## config.mk

```make
export PLATFORM = sky130hd
export DESIGN_NAME = mux_stim_gen
export DESIGN_NICKNAME = d
export VERILOG_FILES = /design/src/rtl/mux_stim_gen_pkg.sv /design/src/rtl/mux_stim_gen_lfsr64.sv /design/src/rtl/mux_stim_gen.sv
export SDC_FILE = /design/constraint.sdc
export NUM_CORES = 1
export LEC_CHECK = 0
export CAP_MARGIN = 20
export CORE_AREA = 2 2 167 136
export DETAILED_ROUTE_END_ITERATION = 8
export DIE_AREA = 0 0 169 138
export HOLD_SLACK_MARGIN = 0.02
export PLACE_DENSITY = 0.76
export RECOVER_POWER = 50
export SLEW_MARGIN = 20
export SYNTH_ARGS = -nofsm -noshare
export SYNTH_HDL_FRONTEND = slang
export SYNTH_SLANG_ARGS = --single-unit
```

## constraint.sdc

```tcl
create_clock -name clk -period 2.6 [get_ports clk]
set_input_delay 0.52 -clock clk [delete_from_list [all_inputs] [get_ports clk]]
set_output_delay 0.52 -clock clk [all_outputs]
set_load 0.02 [all_outputs]
```

## src/rtl/mux_stim_gen_pkg.sv

```systemverilog
// rtl/mux_stim_gen_pkg.sv - shared types and constants for the mux stimulus generator
package mux_stim_gen_pkg;

    typedef enum logic [1:0] {
        ST_IDLE = 2'd0,
        ST_RUN  = 2'd1,
        ST_DONE = 2'd2
    } state_e;

    // Right-shifting Galois mask for x^64+x^63+x^61+x^60+1
    localparam logic [63:0] LFSR_POLY    = 64'hD800_0000_0000_0000;
    localparam logic [63:0] DEFAULT_SEED = 64'hACE1_2468_0F0F_1357;
    localparam logic [31:0] MISR_POLY    = 32'h04C1_1DB7;

    localparam int SEL2_W  = 1;
    localparam int SEL8_W  = 3;
    localparam int SEL16_W = 4;
    localparam int SEL32_W = 5;
    localparam int SEL64_W = 6;

    function automatic logic [63:0] lfsr_next(input logic [63:0] s);
        lfsr_next = {1'b0, s[63:1]} ^ (s[0] ? LFSR_POLY : 64'h0);
    endfunction

endpackage

```

## src/rtl/mux_stim_gen_lfsr64.sv

```systemverilog
// rtl/mux_stim_gen_lfsr64.sv - 64-bit Galois LFSR with seed load and advance
module mux_stim_lfsr64
    import mux_stim_gen_pkg::*;
#(
    parameter logic [63:0] SEED = DEFAULT_SEED
) (
    input  logic        clk,
    input  logic        rst,
    input  logic        load,
    input  logic [63:0] load_val,
    input  logic        advance,
    output logic [63:0] state
);

    logic [63:0] state_q;
    logic [63:0] state_d;

    // Load wins over advance; a zero seed would lock the LFSR, so it maps to SEED
    always_comb begin
        state_d = state_q;
        if (load) begin
            state_d = (load_val == 64'h0) ? SEED : load_val;
        end else if (advance) begin
            state_d = lfsr_next(state_q);
        end
    end

    // State register
    always_ff @(posedge clk) begin
        if (rst) begin
            state_q <= SEED;
        end else begin
            state_q <= state_d;
        end
    end

    assign state = state_q;

endmodule

```

## src/rtl/mux_stim_gen.sv

```systemverilog
// rtl/mux_stim_gen.sv - registered LFSR/sweep stimulus generator for mux characterization (optional MISR: MUX_STIM_MISR_EN)
module mux_stim_gen
    import mux_stim_gen_pkg::*;
#(
    parameter int          CNT_W = 16,
    parameter logic [63:0] SEED  = DEFAULT_SEED
) (
    input  logic               clk,
    input  logic               rst,
    input  logic               start,
    input  logic [CNT_W-1:0]   num_vec,
    input  logic               sweep_mode,
    input  logic               seed_load,
    input  logic [63:0]        seed,
    output logic               busy,
    output logic               done,
    output logic               vec_valid,
    output logic [1:0]         in2,
    output logic [7:0]         in8,
    output logic [15:0]        in16,
    output logic [31:0]        in32,
    output logic [63:0]        in64,
    output logic [SEL2_W-1:0]  sel2,
    output logic [SEL8_W-1:0]  sel8,
    output logic [SEL16_W-1:0] sel16,
    output logic [SEL32_W-1:0] sel32,
    output logic [SEL64_W-1:0] sel64
`ifdef MUX_STIM_MISR_EN
    ,
    input  logic [4:0]         mux_out,
    output logic [31:0]        signature
`endif
);

    state_e             state_q, state_d;
    logic [CNT_W-1:0]   cnt_q, cnt_d;
    logic [CNT_W-1:0]   numv_q, numv_d;
    logic               sweep_q, sweep_d;
    logic               busy_q, busy_d;
    logic               done_q, done_d;
    logic               vec_valid_q, vec_valid_d;
    logic [1:0]         in2_q, in2_d;
    logic [7:0]         in8_q, in8_d;
    logic [15:0]        in16_q, in16_d;
    logic [31:0]        in32_q, in32_d;
    logic [63:0]        in64_q, in64_d;
    logic [SEL2_W-1:0]  sel2_q, sel2_d;
    logic [SEL8_W-1:0]  sel8_q, sel8_d;
    logic [SEL16_W-1:0] sel16_q, sel16_d;
    logic [SEL32_W-1:0] sel32_q, sel32_d;
    logic [SEL64_W-1:0] sel64_q, sel64_d;

    logic               lfsr_load;
    logic               lfsr_adv;
    logic [63:0]        lfsr;
    logic               load_vec;
    logic               sweep_eff;
    logic               start_acc;
    logic [CNT_W-1:0]   vec_cnt;

    mux_stim_lfsr64 #(.SEED(SEED)) u_lfsr (
        .clk      (clk),
        .rst      (rst),
        .load     (lfsr_load),
        .load_val (seed),
        .advance  (lfsr_adv),
        .state    (lfsr)
    );

    // FSM next state, vector sequencing and output-register loads
    always_comb begin
        state_d     = state_q;
        cnt_d       = cnt_q;
        numv_d      = numv_q;
        sweep_d     = sweep_q;
        busy_d      = 1'b0;
        done_d      = 1'b0;
        vec_valid_d = 1'b0;
        lfsr_load   = 1'b0;
        lfsr_adv    = 1'b0;
        load_vec    = 1'b0;
        start_acc   = 1'b0;
        sweep_eff   = sweep_q;
        vec_cnt     = cnt_q;
        unique case (state_q)
            ST_IDLE: begin
                if (seed_load) begin
                    lfsr_load = 1'b1;
                end else if (start) begin
                    start_acc = 1'b1;
                    numv_d    = num_vec;
                    sweep_d   = sweep_mode;
                    if (num_vec != '0) begin
                        state_d     = ST_RUN;
                        load_vec    = 1'b1;
                        lfsr_adv    = 1'b1;
                        sweep_eff   = sweep_mode;
                        vec_cnt     = '0;
                        cnt_d       = {{(CNT_W-1){1'b0}}, 1'b1};
                        busy_d      = 1'b1;
                        vec_valid_d = 1'b1;
                    end else begin
                        state_d = ST_DONE;
                        done_d  = 1'b1;
                    end
                end
            end
            ST_RUN: begin
                if (cnt_q < numv_q) begin
                    load_vec    = 1'b1;
                    lfsr_adv    = 1'b1;
                    cnt_d       = cnt_q + {{(CNT_W-1){1'b0}}, 1'b1};
                    busy_d      = 1'b1;
                    vec_valid_d = 1'b1;
                end else begin
                    state_d = ST_DONE;
                    done_d  = 1'b1;
                end
            end
            default: begin
                state_d = ST_IDLE;
            end
        endcase

        in2_d   = in2_q;
        in8_d   = in8_q;
        in16_d  = in16_q;
        in32_d  = in32_q;
        in64_d  = in64_q;
        sel2_d  = sel2_q;
        sel8_d  = sel8_q;
        sel16_d = sel16_q;
        sel32_d = sel32_q;
        sel64_d = sel64_q;
        if (load_vec) begin
            in64_d = lfsr;
            in32_d = lfsr[31:0] ^ lfsr[63:32];
            in16_d = lfsr[15:0] ^ lfsr[47:32];
            in8_d  = lfsr[7:0]  ^ lfsr[39:32];
            in2_d  = lfsr[1:0]  ^ lfsr[33:32];
            if (sweep_eff) begin
                sel64_d = vec_cnt[5:0];
                sel32_d = vec_cnt[4:0];
                sel16_d = vec_cnt[3:0];
                sel8_d  = vec_cnt[2:0];
                sel2_d  = vec_cnt[0];
            end else begin
                sel64_d = lfsr[63:58];
                sel32_d = lfsr[57:53];
                sel16_d = lfsr[52:49];
                sel8_d  = lfsr[48:46];
                sel2_d  = lfsr[45];
            end
        end
    end

    // Control and output registers
    always_ff @(posedge clk) begin
        if (rst) begin
            state_q     <= ST_IDLE;
            cnt_q       <= '0;
            numv_q      <= '0;
            sweep_q     <= 1'b0;
            busy_q      <= 1'b0;
            done_q      <= 1'b0;
            vec_valid_q <= 1'b0;
            in2_q       <= '0;
            in8_q       <= '0;
            in16_q      <= '0;
            in32_q      <= '0;
            in64_q      <= '0;
            sel2_q      <= '0;
            sel8_q      <= '0;
            sel16_q     <= '0;
            sel32_q     <= '0;
            sel64_q     <= '0;
        end else begin
            state_q     <= state_d;
            cnt_q       <= cnt_d;
            numv_q      <= numv_d;
            sweep_q     <= sweep_d;
            busy_q      <= busy_d;
            done_q      <= done_d;
            vec_valid_q <= vec_valid_d;
            in2_q       <= in2_d;
            in8_q       <= in8_d;
            in16_q      <= in16_d;
            in32_q      <= in32_d;
            in64_q      <= in64_d;
            sel2_q      <= sel2_d;
            sel8_q      <= sel8_d;
            sel16_q     <= sel16_d;
            sel32_q     <= sel32_d;
            sel64_q     <= sel64_d;
        end
    end

    assign busy      = busy_q;
    assign done      = done_q;
    assign vec_valid = vec_valid_q;
    assign in2       = in2_q;
    assign in8       = in8_q;
    assign in16      = in16_q;
    assign in32      = in32_q;
    assign in64      = in64_q;
    assign sel2      = sel2_q;
    assign sel8      = sel8_q;
    assign sel16     = sel16_q;
    assign sel32     = sel32_q;
    assign sel64     = sel64_q;

`ifdef MUX_STIM_MISR_EN
    logic [31:0] sig_q, sig_d;

    // Signature compacts the mux outputs seen during each valid vector cycle
    always_comb begin
        sig_d = sig_q;
        if (start_acc) begin
            sig_d = '0;
        end else if (vec_valid_q) begin
            sig_d = {sig_q[30:0], 1'b0} ^ (sig_q[31] ? MISR_POLY : 32'h0) ^ {27'b0, mux_out};
        end
    end

    // Signature register
    always_ff @(posedge clk) begin
        if (rst) begin
            sig_q <= '0;
        end else begin
            sig_q <= sig_d;
        end
    end

    assign signature = sig_q;
`endif

endmodule

```

# After elaboration in Yosys (flattened, before gate mapping)
# Index checks and enable logic that the tools add are counted.
# word_totals
elab_cells	78
register_bits	242
input_bits	85
output_inout_bits	144
# op_classes
n_bitwise	6
n_eq_ne	6
reduce_logical	8
magnitude_cmp	1
add_sub_neg	1
mux	39
# op_table
operator	n
two-way mux 64 bit	4
zero test 64 bit	1
two-way mux 16 bit	4
bitwise XOR 63 x 64 -> 64 bit	1
one-hot mux 16 bit (2 select lines)	1
bitwise XOR 32 bit	1
two-way mux 6 bit	5
adder 16 x 1 -> 16 bit (second input constant)	1
less-than comparator 16 bit	1
nonzero test 16 bit	1
bitwise XOR 16 bit	1
two-way mux 1 bit	15
!= test 2 bit (second input constant)	5
two-way mux 2 bit	4
bitwise XOR 8 bit	1
AND reduction 3 bit	2
two-way mux 5 bit	1
AND reduction 5 bit	1
two-way mux 4 bit	1
one-hot mux 1 bit (2 select lines)	2
one-hot mux 2 bit (2 select lines)	1
nonzero test 2 bit	2
two-way mux 3 bit	1
== test 2 x 1 -> 1 bit (second input constant)	1
3 further kinds	3

# Longest topological paths before layout
# logic_depth
word_depth	7
depth_mapped	12
ltp_nobuf	8

# Hierarchy
# From an unflattened synthesis, not the netlist that was laid out.
# hier_totals
hier_cells	1158
hier_area_um2	9639.2
# by_module_without_submodules
mod	area_each_um2	seq_area_each_um2	instances	cells_per_inst
mux_stim_gen	6468.7	3042.9	1	774
mux_stim_lfsr64	3170.5	1281.2	1	384

# Least setup slack after synthesis
# No wires, ideal clock.
# synth_path
path_type	reg-to-reg
startpoint	register numv_q[15]
endpoint	register u_lfsr.state_q[15] (netlist: u_lfsr.state[15])
setup_slack_ps	189
setup_time_ps	134
stages_incl_launch_ff	13
period_less_slack_ps	2411
required_time_ps	2466
t_arrival_ps	2277
n_path_buf	4
cell_sequence	dfxtp_1 -> inv_1 -> ha_1 -> nand4_1 -> or3_1 -> and3_1 -> buf_6 -> and4_4 -> buf_6 -> buf_6 -> buf_2 -> o211ai_1 -> o211ai_1
# synth_via
elab_chain_cells	4
# synth_rtl
item	line	text
from (decl)	mux_stim_gen.sv:37	logic [CNT_W-1:0] numv_q, numv_d;
from (signal assigned)	mux_stim_gen.sv:180	numv_q <= numv_d;
less-than comparator 16 bit	mux_stim_gen.sv:109	if (cnt_q < numv_q) begin
two-way mux 1 bit	mux_stim_gen.sv:109	
one-hot mux 1 bit (2 select lines)	mux_stim_gen.sv:85	unique case (state_q)
nonzero test 2 bit (no line)	--	
to (signal assigned)	mux_stim_gen_lfsr64.sv:33	state_q <= state_d;
to (decl)	mux_stim_gen_lfsr64.sv:15	logic [63:0] state_q;
# Every way passes these cells.
# A chain may end at the register's enable or synchronous reset.

# Final worst setup path
# layout_path
startpoint	register cnt_q[13]
endpoint	register u_lfsr.state_q[32] (netlist: u_lfsr.state[32])
# layout_via
elab_chain_cells	4
# layout_rtl
item	line	text
from (decl)	mux_stim_gen.sv:36	logic [CNT_W-1:0] cnt_q, cnt_d;
from (signal assigned)	mux_stim_gen.sv:179	cnt_q <= cnt_d;
less-than comparator 16 bit	mux_stim_gen.sv:109	
two-way mux 1 bit	mux_stim_gen.sv:109	
one-hot mux 1 bit (2 select lines)	mux_stim_gen.sv:85	
nonzero test 2 bit (no line)	--	
# Every way passes these cells.

==> metrics.md <==
| Metric | Value |
|---|---|
| Run status | complete, no violations |
| Routed wire length | 34560 um |
| Via count | 10153 |
| DP HPWL | 25330 um |
| First-pass DRT Iterations | 5 |
| Wire per inst | 20.67 um |
| Clock buffer count from CTS | 22 |
| R2R Path End | u_lfsr.state[32]$_SDFFE_PP0P_ |
| Fin nets | 1479 |
| Clock Path Buffers | 3 |
| Cell mode on critical path | or3_1 |
| Fin util | 60.34% |
| Placement row count | 49 |
| Mapped Nets | 1262 |
| Min-delay worst type | in -> reg |
| Crit Reg-Reg Startpoint | cnt_q[13]$_SDFFE_PP0P_ |
| Final ANT Viol Nets | 0 |
| Hold Path Sink | u_lfsr.state[49]$_SDFFE_PP0P_ |
| Hold path depth | 2 |
| # IOs | 229 |
| Port bufs | 228 |
| Power share of the sequential group | 42.6% |
| Slew Limit Fails | 0 |
| Comb power frac | 24.4% |
| Period utilization | 96.07% |
| # fillers | 1880 |
| Clk root buf | clkbuf_16 |
| Max-cap violations | 0 |
| CP required | 3020 ps |
| Total grt overflow | 0 |
| Clk_lat worst skew | 500 ps |
| Pwr/cell area | 705.0 nW/um^2 |
| Crit-path leading delay family | simple AND/OR/NAND/NOR gates |
| Syn_area_per_cell | 8.286 um^2 |
| RePlAce Congestion | 0.9693 |
| CP Buf/Inv Count | 1 |
| Width of the chip | 169 um |
| EDFF count, synth | 0 |
| CP max stage delay | 420 ps |
| Pint | 6.384 mW |
| F_max | 400.4 MHz |
| Flop2flop setup slack | 100 ps |
| Hold Violations, Final | 0 |
| R2R depth | 8 |
| Gate Count Post-Synth | 1161 |
| Final critical path time including I/O delays and setup | 2498 ps |
| Setup violations, final | 0 |
| Tot Pwr | 9.337 mW |
| Vias in the first global route | 9354 |
| CP Capture Type | flop |
| Total track usage | 28.52% |
| Sw Ratio | 31.62% |
| DRC | 0 |
| Sequential share of the synthesized area | 44.95% |
| Worst hold start | rst |
| Share of post-route cells with drive strength above 1 | 10.21% |
| Clk sink count | 216 |
| Clock skew | 8.169 ps |
| Initial Util | 43.83% |
| Post-synth ARST share | 0% |
| Htree depth | 1 |
| CP Cell Sequence | ha_1 > nand4_1 > or3_1 > and3_4 > and4_4 > buf_12 > or3_1 > o211ai_1 |
| Sw power | 2.952 mW |
| Synth cell types | 48 |
| First-pass GRT wire length | 52940 um |
| Main synth FF type | dfxtp_1 |
| Post-synthesis sequential element count | 216 |
| Post-Synthesis Cell Area | 9620 um^2 |
| Max VDD drop | 0.3943 mV |
| Leak | 4.985 nW |
| Die Span Y | 138 um |
| Die area | 23320 um^2 |
| Worst EP arrival | 2920 ps |
| Crit Path Class | reg -> reg |
| Fin Setup TNS | 0 ps |
| Yosys warns | 0 |
| Vias per Instance | 6.072 |
| Slowest-stage cell, CP | or3_1 |
| Clock-pin transition on the worst setup and hold timing paths | 70 ps |
| CTS tree | done |
| Worst rel slew slack | 40.95% |
| Core box area | 21950 um^2 |
| Setup bufs post-CTS | 0 |
| Worst Tran Pin Value | 885.8 ps |
| DRT iter0 DRCs | 1256 |
| Worst-path fanout max | 60 |
| RSZ-0062 raised after global routing | true |
| Clk pwr share | 33.0% |
| Area Overhead vs Synth | 37.65% |
| Largest net degree at the start of global routing | 84 |
| Initial antenna violation count | 1 |
| Crit start category | flop |
-- logic make-up after synthesis --
kind of cell | share of synthesized area, %
flip-flops | 44.95
XOR/XNOR | 3.186
multiplexers | 0.3121
AO/OA/AOI/OAI | 22.56
AND/OR/NAND/NOR | 19.22
adder cells (fa/ha/maj) | 2.081
buffers and inverters | 7.686
-- layout make-up --
class,count,area (um^2),area share [%]
multi-input cells,791,4604,34.77
well taps,280,350.3,2.646
flip-flops and latches,216,4324,32.65
repair buffers,323,3189,24.08
clock inverters,7,60.06,0.4535
inverters,24,90.09,0.6803
diodes,1,2.502,0.01890
clock buffers,30,621.8,4.696
-- state kept, by name, summed over array words and instances (netlist names), 2 cells and up --
| name | cells |
|---|---|
| state_q | 2 |
| numv_q | 16 |
| in8 | 6 |
| sel64 | 6 |
| sel16 | 4 |
| u_lfsr.state | 64 |
| sel32 | 5 |
| in16 | 8 |
| in32 | 17 |
| sel8 | 3 |
| cnt_q | 16 |
| in64 | 64 |
-- routing by layer --
metal / vias up / GRT usage, % / wire [um]
met4: 0 / 9.357 / 1053
met1: 4790 / 42.19 / 15150
met5: - / 0 / 0
met2: 627 / 40.06 / 14290
met3: 80 / 7.672 / 4056
li1: 4656 / - / -
-- worst max-delay path by stage --
stage                       startpoint                       endpoint  slack [ps]  cells after the start
2_1_floorplan  numv_q[15]$_SDFFE_PP0P_  u_lfsr.state[15]$_SDFFE_PP0P_         190                     12
3_3_place_gp                     start          sel32[3]$_SDFFE_PP0P_        -200                      6
3_5_place_dp                     start          sel32[4]$_SDFFE_PP0P_        -250                      6
4_1_cts        numv_q[15]$_SDFFE_PP0P_         cnt_q[11]$_SDFFE_PP0P_          40                     10
5_1_grt        numv_q[15]$_SDFFE_PP0P_  u_lfsr.state[31]$_SDFFE_PP0P_         -30                      9
6_report        cnt_q[13]$_SDFFE_PP0P_  u_lfsr.state[32]$_SDFFE_PP0P_         100                      8
-- placed cells by master, fill, tap and decap left out, types with 34 or more instances in the layout --
cell,n
dfxtp_1,216
a21oi_1,127
o21ai_0,79
nor3_1,37
buf_4,79
clkdlybuf4s50_1,86
nand2_1,116
a211oi_1,34
nand3_1,98
dlygate4sd3_1,141
-- synth_stat cells, drive strengths merged (2+ instances only) --
cell | n | area (um^2)
xnor2 | 33 | 289.0
nand2b | 3 | 18.77
nor3 | 39 | 195.2
and4 | 2 | 20.02
clkbuf | 67 | 251.5
nor4 | 21 | 131.4
o22a | 13 | 113.9
o31ai | 7 | 52.55
o211ai | 29 | 217.7
or4 | 3 | 22.52
buf | 63 | 397.9
a211oi | 34 | 255.2
a31oi | 32 | 200.2
o311ai | 7 | 61.31
a2111oi | 2 | 17.52
and3 | 5 | 31.28
nand2 | 117 | 441.7
a21oi | 127 | 635.6
nand4 | 34 | 219.0
inv | 24 | 90.09
o2111ai | 8 | 70.07
o21ai | 94 | 470.5
ha | 16 | 200.2
nand3 | 98 | 490.5
dfxtp | 216 | 4324
and2 | 3 | 18.77
xor2 | 2 | 17.52
or3 | 15 | 93.84
nor2 | 32 | 122.6
a311oi | 2 | 17.52
mux2i | 3 | 30.03
-- worst reg2reg max path, stage by stage (launching register included) --
cell and delay (ps):
dfxtp_1 360, ha_1 320, nand4_1 170, or3_1 420, and3_4 210, and4_4 240, buf_12 200, or3_1 410
o211ai_1 90
-- per-stage QoR --
step | hold slack, ps | area [um^2] | cells | setup slack [ps]
6_report | 272.0 | 13240 | 1672 | 102.3
5_1_grt | 272.9 | 13240 | 1672 | -33.44
4_1_cts | 256.0 | 13220 | 1671 | 39.61
3_5_place_dp | 450.2 | 12530 | 1634 | -253.0
3_3_place_gp | 447.4 | 12530 | 1634 | -198.7
2_1_floorplan | 436.3 | 9620 | 1161 | 188.6
-- power groups by stage --
stage	sequential (mW)	clock [mW]	combinational [mW]
2_1_floorplan	4.13	0	1.07
3_3_place_gp	4.04	0	2.28
3_5_place_dp	4.04	0	2.31
4_1_cts	3.97	3.10	2.32
5_1_grt	4.01	3.23	2.42
6_report	3.98	3.08	2.28
-- repair_timing --
action | 4_1_cts | 5_1_grt
endpoints found under the setup margin | 0 | 126
hold buffers | 0 | 0
gates resized for setup | 0 | 24
No activity file was read; power rests on OpenSTA's default activity.
